--- config.mk ---
export PLATFORM = sky130hd
export DESIGN_NAME = vga_timing_gen
export DESIGN_NICKNAME = d
export VERILOG_FILES = /design/src/rtl/vga_timing_gen.sv
export SDC_FILE = /design/constraint.sdc
export NUM_CORES = 1
export LEC_CHECK = 0
export CAP_MARGIN = 20
export CORE_MARGIN = 2
export CORE_UTILIZATION = 45
export DETAILED_ROUTE_END_ITERATION = 10
export PLACE_DENSITY = 0.7
export SETUP_SLACK_MARGIN = 0.02
export SLEW_MARGIN = 20
export SYNTH_ARGS = -nofsm -noshare
export SYNTH_HDL_FRONTEND = slang
export SYNTH_SLANG_ARGS = --single-unit
export TNS_END_PERCENT = 5
--- constraint.sdc ---
create_clock -name vga_clk -period 5 [get_ports vga_clk]
set_clock_uncertainty 0.15 [all_clocks]
set_input_delay 0.5 -clock vga_clk [delete_from_list [all_inputs] [get_ports vga_clk]]
set_output_delay 0.5 -clock vga_clk [all_outputs]
set_load 0.02 [all_outputs]
--- src/rtl/vga_timing_gen.sv ---
// VGA raster timing generator with frame and animation counters.
//
// Ports:
//   vga_clk      : pixel clock; every register updates on its rising edge
//   Reset        : synchronous, active-low reset
//   hs, vs       : horizontal / vertical sync, active low
//   blank        : 1 while the current pixel is visible, 0 during blanking
//   DrawX, DrawY : current pixel column / row
//   frame_start  : one-cycle pulse when the raster wraps back to (0,0)
//   vblank_start : one-cycle pulse at (0,V_VISIBLE)
//   frame_count  : free-running 6-bit frame counter
//   anim_tick    : one-cycle pulse every ANIM_DIV frames
//   anim_frame   : sprite animation index, 0..ANIM_FRAMES-1
module vga_timing_gen #(
    parameter int H_VISIBLE   = 640,
    parameter int H_FP        = 16,
    parameter int H_SYNC      = 96,
    parameter int H_BP        = 48,
    parameter int V_VISIBLE   = 480,
    parameter int V_FP        = 10,
    parameter int V_SYNC      = 2,
    parameter int V_BP        = 33,
    parameter int ANIM_DIV    = 4,
    parameter int ANIM_FRAMES = 6
) (
    input  logic       vga_clk,
    input  logic       Reset,
    output logic       hs,
    output logic       vs,
    output logic       blank,
    output logic [9:0] DrawX,
    output logic [9:0] DrawY,
    output logic       frame_start,
    output logic       vblank_start,
    output logic [5:0] frame_count,
    output logic       anim_tick,
    output logic [5:0] anim_frame
);

    localparam int H_TOTAL = H_VISIBLE + H_FP + H_SYNC + H_BP;
    localparam int V_TOTAL = V_VISIBLE + V_FP + V_SYNC + V_BP;

    localparam logic [9:0] H_LAST = 10'(H_TOTAL - 1);
    localparam logic [9:0] V_LAST = 10'(V_TOTAL - 1);
    localparam logic [9:0] H_VIS  = 10'(H_VISIBLE);
    localparam logic [9:0] V_VIS  = 10'(V_VISIBLE);
    localparam logic [9:0] HS_BEG = 10'(H_VISIBLE + H_FP);
    localparam logic [9:0] HS_END = 10'(H_VISIBLE + H_FP + H_SYNC);
    localparam logic [9:0] VS_BEG = 10'(V_VISIBLE + V_FP);
    localparam logic [9:0] VS_END = 10'(V_VISIBLE + V_FP + V_SYNC);

    localparam int DIV_W = (ANIM_DIV > 1) ? $clog2(ANIM_DIV) : 1;
    localparam logic [DIV_W-1:0] DIV_LAST = DIV_W'(ANIM_DIV - 1);
    localparam logic [DIV_W-1:0] DIV_ONE  = DIV_W'(1);
    localparam logic [5:0]       AF_LAST  = 6'(ANIM_FRAMES - 1);

    logic [9:0]       hc;
    logic [9:0]       vc;
    logic [9:0]       hc_n;
    logic [9:0]       vc_n;
    logic             h_wrap;
    logic [DIV_W-1:0] div;

    assign DrawX = hc;
    assign DrawY = vc;

    always_comb begin
        h_wrap = (hc == H_LAST);
        hc_n   = h_wrap ? 10'd0 : hc + 10'd1;
        vc_n   = vc;
        if (h_wrap) begin
            vc_n = (vc == V_LAST) ? 10'd0 : vc + 10'd1;
        end
    end

    // Sync, blank and the pixel pulses are decoded from the next counter
    // values so they land in the same cycle as the matching DrawX/DrawY.
    always_ff @(posedge vga_clk) begin
        if (!Reset) begin
            hc           <= '0;
            vc           <= '0;
            hs           <= 1'b1;
            vs           <= 1'b1;
            blank        <= 1'b1;
            frame_start  <= 1'b0;
            vblank_start <= 1'b0;
            frame_count  <= '0;
            anim_tick    <= 1'b0;
            anim_frame   <= '0;
            div          <= '0;
        end else begin
            hc           <= hc_n;
            vc           <= vc_n;
            hs           <= !(hc_n >= HS_BEG && hc_n < HS_END);
            vs           <= !(vc_n >= VS_BEG && vc_n < VS_END);
            blank        <= (hc_n < H_VIS) && (vc_n < V_VIS);
            frame_start  <= (hc_n == 10'd0) && (vc_n == 10'd0);
            vblank_start <= (hc_n == 10'd0) && (vc_n == V_VIS);
            anim_tick    <= 1'b0;
            // Frame bookkeeping reacts to the registered vblank pulse, so
            // it settles one cycle after vblank_start is seen outside.
            if (vblank_start) begin
                frame_count <= frame_count + 6'd1;
                if (div == DIV_LAST) begin
                    div        <= '0;
                    anim_tick  <= 1'b1;
                    anim_frame <= (anim_frame == AF_LAST) ? 6'd0
                                                          : anim_frame + 6'd1;
                end else begin
                    div <= div + DIV_ONE;
                end
            end
        end
    end

endmodule

**Yosys cells after proc, flatten, opt, wreduce, memory -nomap -nowiden**

Index checks and enable logic that the tools add are counted.
W data, S select, Z words.

- Logic and storage cells: 44
- Output and inout port bits: 38
- Input bits: 2
- Register bits: 40

- Muxes and demuxes: 6
- $lt $le $gt $ge: 6
- Reductions and logical operators: 11
- Equal/unequal tests: 5
- Add/sub/neg operators: 5

Operators by type and width:

| operator | number |
|---|---|
| $mux W10 | 3 |
| $add A10 B1 Y10 const B | 2 |
| $eq A10 B10 Y1 const B | 2 |
| $logic_not A10 Y1 | 2 |
| $lt A10 B10 Y1 const B | 2 |
| $lt A10 B9 Y1 const B | 2 |
| $add A6 B1 Y6 const B | 2 |
| $eq A10 B9 Y1 const B | 1 |
| $ge A10 B10 Y1 const B | 1 |
| $ge A10 B9 Y1 const B | 1 |
| $eq A6 B3 Y1 const B | 1 |
| $mux W6 | 1 |
| $logic_and A1 B1 Y1 | 5 |
| $reduce_and A2 Y1 | 2 |
| $add A2 B1 Y2 const B | 1 |
| $eq A2 B2 Y1 const B | 1 |
| $logic_not A1 Y1 | 2 |
| $mux W2 | 1 |
| $mux W1 | 1 |

**Logic depth before layout (Yosys ltp)**

- Word-level depth: 6
- Mapped depth: 9
- Mapped depth without buffers: 8

**Worst setup path after synthesis**

OpenSTA, ideal clock, no wires.

- Path kind: register -> register
- Start: register hc[0] (netlist: DrawX[0])
- End: register vblank_start
- Data arrival time: 2294 ps
- Stages on the path, launching flop included: 9
- Clock period less this slack: 2504 ps
- Buffers on the path: 1
- Library setup time: 60 ps
- Path slack: 2496 ps
- Data required time: 4790 ps
- Cells stage by stage: dfxtp_1 ha_1 buf_6 and4_4 nand3_4 or4_4 xor2_2 a2111oi_4 and3_1

- Cells in the longest elaborated chain, start to end: 4
- Elaborated cells between the ends (all ways): 7
- Those cells by class: 1 x add/sub; 2 x eq/ne; 2 x mux; 2 x reduce/logical

RTL lines:

| element | line | text |
|---|---|---|
| start: declaration | 57 | `logic [9:0] hc;` |
| start signal: assignment | 92 | `hc <= hc_n;` |
| $add A10 B1 Y10 / $eq A10 B10 Y1 (equally long branches) | 69, 68 |  |
| $mux W10 (on tied branches) | 69, 71 |  |
| $logic_not A10 Y1 / $eq A10 B9 Y1 (equally long branches) | 98 | `vblank_start <= (hc_n == 10'd0) && (vc_n == V_VIS);` |
| $logic_and A1 B1 Y1 (*) | 98 |  |
| end signal: assignment | 98 |  |
| end: declaration | 34 | `output logic vblank_start,` |

Mark *: on every way between the ends. The rest lies on a longest branch, timed or not.
A chain may end at the register's enable or synchronous reset.

**Worst setup path in the final report**

Ends and elaborated chain as after synthesis.

==> impl_metrics.py <==
metrics = {
    "final_layout": {
        "regArea_um2": 801,
        "drive_above_1_share_pct": 8.39,
        "area_growth_pct": 21.8,
        "fin_cells": 368,
        "fin_area_um2": 2830,
        "layout.nets": 306,
        "multi_input_area_um2": 1420,
        "diodes": 0,
        "fill_cells": 450,
    },
    "cts": {
        "post_cts_buffers": 0,
        "cts_resized": 0,
        "hold_buffers": 0,
        "clockBufferDepth": 2,
        "cts_tree": "yes",
        "path_clk_slew_ps": 80,
        "clock_latency_ps": 290,
        "root_buffer": "clkbuf_8",
        "numCtsBuffers": 5,
        "h-tree-depth": 2,
        "cts.sinks": 40,
    },
    "drt": {
        "wl_per_cell_um": 14.4,
        "vias": 2065,
        "ant_nets": 0,
        "first_pass_iters": 5,
        "wirelength_mm": 5.29,
        "drt_iter0_drc": 86,
        "via_per_inst": 5.61,
        "drc": 0,
    },
    "min_path": {
        "hp-class": "register to register",
        "hold_depth": 2,
        "min-delay-start": "frame_count[5]",
        "hold_path_end": "frame_count[5]",
    },
    "die": {
        "initial_core_util_pct": 46.1,
        "io_pins": 40,
        "core_area_um2": 5040,
        "die_x_um": 75.9,
        "rows": 26,
        "dieArea_um2": 5750,
        "dieHeight_um": 75.9,
    },
    "critical_path": {
        "path_class": "register to register",
        "critPathMaxStageDelay_ps": 600,
        "cp.required_ps": 5090,
        "reg2reg_to": "vblank_start",
        "critPathBufInv": 0,
        "path_cells": "ha_1 -> nand4_2 -> nor3_4 -> nand3_1 -> xor2_1 -> a2111oi_4 -> and3_1",
        "worstSetupEndpointType": "register",
        "crit_path_max_fanout": 15,
        "slowest_stage": "nor3_4",
        "rr_worst_depth": 7,
        "critPathLaunchType": "register",
        "arrival_ps": 2970,
        "r2r-start": "DrawX[0]",
        "r2r_slack_ps": 2120,
        "path_delay_family": "simple AND/OR/NAND/NOR gates",
    },
    "sta": {
        "rsz0062_at_grt": "no",
        "timing.final.crit_period_ps": 2880,
        "period_share_pct": 57.6,
        "slew_violations": 0,
        "worst_pin_slew_ps": 613,
        "fin_setup_tns_ps": 0,
        "timing.fmax_ghz": 0.347,
        "setup_viol_count_final": 0,
        "relSlewSlack_pct": 59.0,
        "hold_viol_final": 0,
    },
    "logic_synthesis": {
        "synth_area_per_cell_um2": 8.87,
        "synth_edf_count": 0,
        "synth-async-reset-ratio_pct": 0,
        "synth_adder_area_share_pct": 3.77,
        "netlist_area_um2": 2320,
        "yosys.area_share.simple_pct": 31.9,
        "synth.distinct_cells": 63,
        "synth_top_family_by_area": "simple AND/OR/NAND/NOR gates",
        "synth_compound_gate_area_share_pct": 16.0,
        "syn_inst": 262,
        "synthMuxAreaShare_pct": 0.862,
        "synthesis.nets": 271,
        "ys_ff_latch": 40,
        "synth-main-ff-cell": "dfxtp_1",
        "yosysWarnings": 0,
        "seq_area_frac_synth_pct": 34.5,
        "synth-xor-area-share_pct": 8.62,
    },
    "global_routing": {
        "grt.total_usage_pct": 20.0,
        "overflow": 0,
        "grt_pass1_vias": 1843,
        "grt_antenna_before_repair": 0,
        "grt_max_degree": 32,
        "grt_pass1_wl_mm": 8.87,
    },
    "placed_design": {
        "io_buffers": 39,
        "gp_congestion": 0.849,
        "place_inst": 360,
        "dpl_cell_area_um2": 2720,
        "dp_hpwl_mm": 3.71,
    },
    "job": {
        "timing.max_cap.violations": 0,
    },
    "pwr": {
        "leakagePower_nw": 0.994,
        "power-per-cell-area_nw_per_um2": 216,
        "ir_drop_mv": 0.131,
    },
    "run_status": {
        "status": "finished clean",
    },
}
synth_stat cells, drive strengths merged, types with 2 or more instances:
cell | instances | share of area [%]
dfxtp | 40 | 34
nand2 | 22 | 3.6
nor2 | 22 | 3.6
nand3 | 18 | 4.4
and2 | 12 | 3.2
xnor2 | 11 | 4.1
xor2 | 11 | 4.5
nand4 | 10 | 3.0
o21ai | 10 | 2.2
nor2b | 8 | 2.2
nor3 | 8 | 2.9
a21boi | 7 | 2.3
ha | 7 | 3.8
and3 | 6 | 1.6
buf | 6 | 2.1
inv | 6 | 0.97
clkbuf | 5 | 1.2
a21oi | 4 | 0.86
or3 | 4 | 1.3
a31oi | 3 | 0.81
nand2b | 3 | 1.1
o21a | 3 | 0.97
a211o | 2 | 0.75
a22o | 2 | 0.75
a32o | 2 | 0.86
and4 | 2 | 0.86
mux2i | 2 | 0.86
nand3b | 2 | 0.65
nor4 | 2 | 0.81
o211ai | 2 | 0.86
o22ai | 2 | 0.54
or4 | 2 | 0.81
area by class of cell:
class / count / area share [%]
multi-input cells: 205 / 50.3
inverters: 6 / 0.796
clock inverters: 3 / 1.50
flip-flops and latches: 40 / 28.3
well taps: 70 / 3.09
repair buffers: 39 / 13.6
clock buffers: 5 / 2.43
metrics by stage:
stage               hold WS [ps]  setup WS [ps]  power [mW]  util (%)
floorplan                    337           2500       0.344         -
global placement             331           2220       0.350      54.0
detailed placement           358           2130       0.350      54.0
CTS                          371           2100       0.617      56.2
global route                 393           1660       0.634      56.1
finish                       356           2120       0.611      56.1
cell families after synthesis:
logic type	count (synthesis)
compound gates	48
xor+xnor	22
flops	40
fa+ha+maj	7
buf+inv	17
simple gates	126
mux	2
registers in the layout (all words and copies together), names as in the netlist, 2 cells and up:
register     flops
DrawY           10
div              2
DrawX           10
frame_count      6
anim_frame       6
worst register-to-register path, cell delays in order (launching register included):
cell,delay (ps)
dfxtp_1,450
ha_1,350
nand4_2,300
nor3_4,600
nand3_1,160
xor2_1,220
a2111oi_4,390
and3_1,200
worst max-delay path by stage:
stage	startpoint	to	slack, ps	cells past startpoint
finish	DrawX[0]	vblank_start	2120	7
global route	DrawX[0]	frame_start	1660	7
CTS	DrawX[0]	vs	2100	7
detailed placement	DrawX[0]	vs	2130	7
global placement	DrawX[0]	vblank_start	2220	7
floorplan	DrawX[0]	vblank_start	2500	8
where the power goes:
part           leakage [nW]  internal (mW)  switching [mW]  total [mW]
registers             0.323          0.320         0.00375       0.324
logic                 0.617        0.00731          0.0105      0.0179
clock network        0.0541          0.148           0.121       0.269
total                 0.994          0.475           0.136       0.611
cell usage in the layout, fill, tap and decap left out, types with 8 or more instances in the layout:
master           netlist  routed
nor2b_1                8       8
nand2_1               22      22
dfxtp_1               40      40
and2_1                12      12
nand4_1                9       9
o21ai_0                8       8
clkdlybuf4s50_1        0      38
xor2_1                10      10
nor2_1                22      22
nand3_1               17      17
xnor2_1               11      11
per-layer routing:
metal  vias up  part of all wire [%]  GRT usage, %
li1       1012                     -             -
met1       963                    48          28.0
met2        79                    43          29.5
met3        11                   6.5          4.37
met4         0                   2.0          8.58
met5         -                     0             0
(Power assumes the default switching activity.)
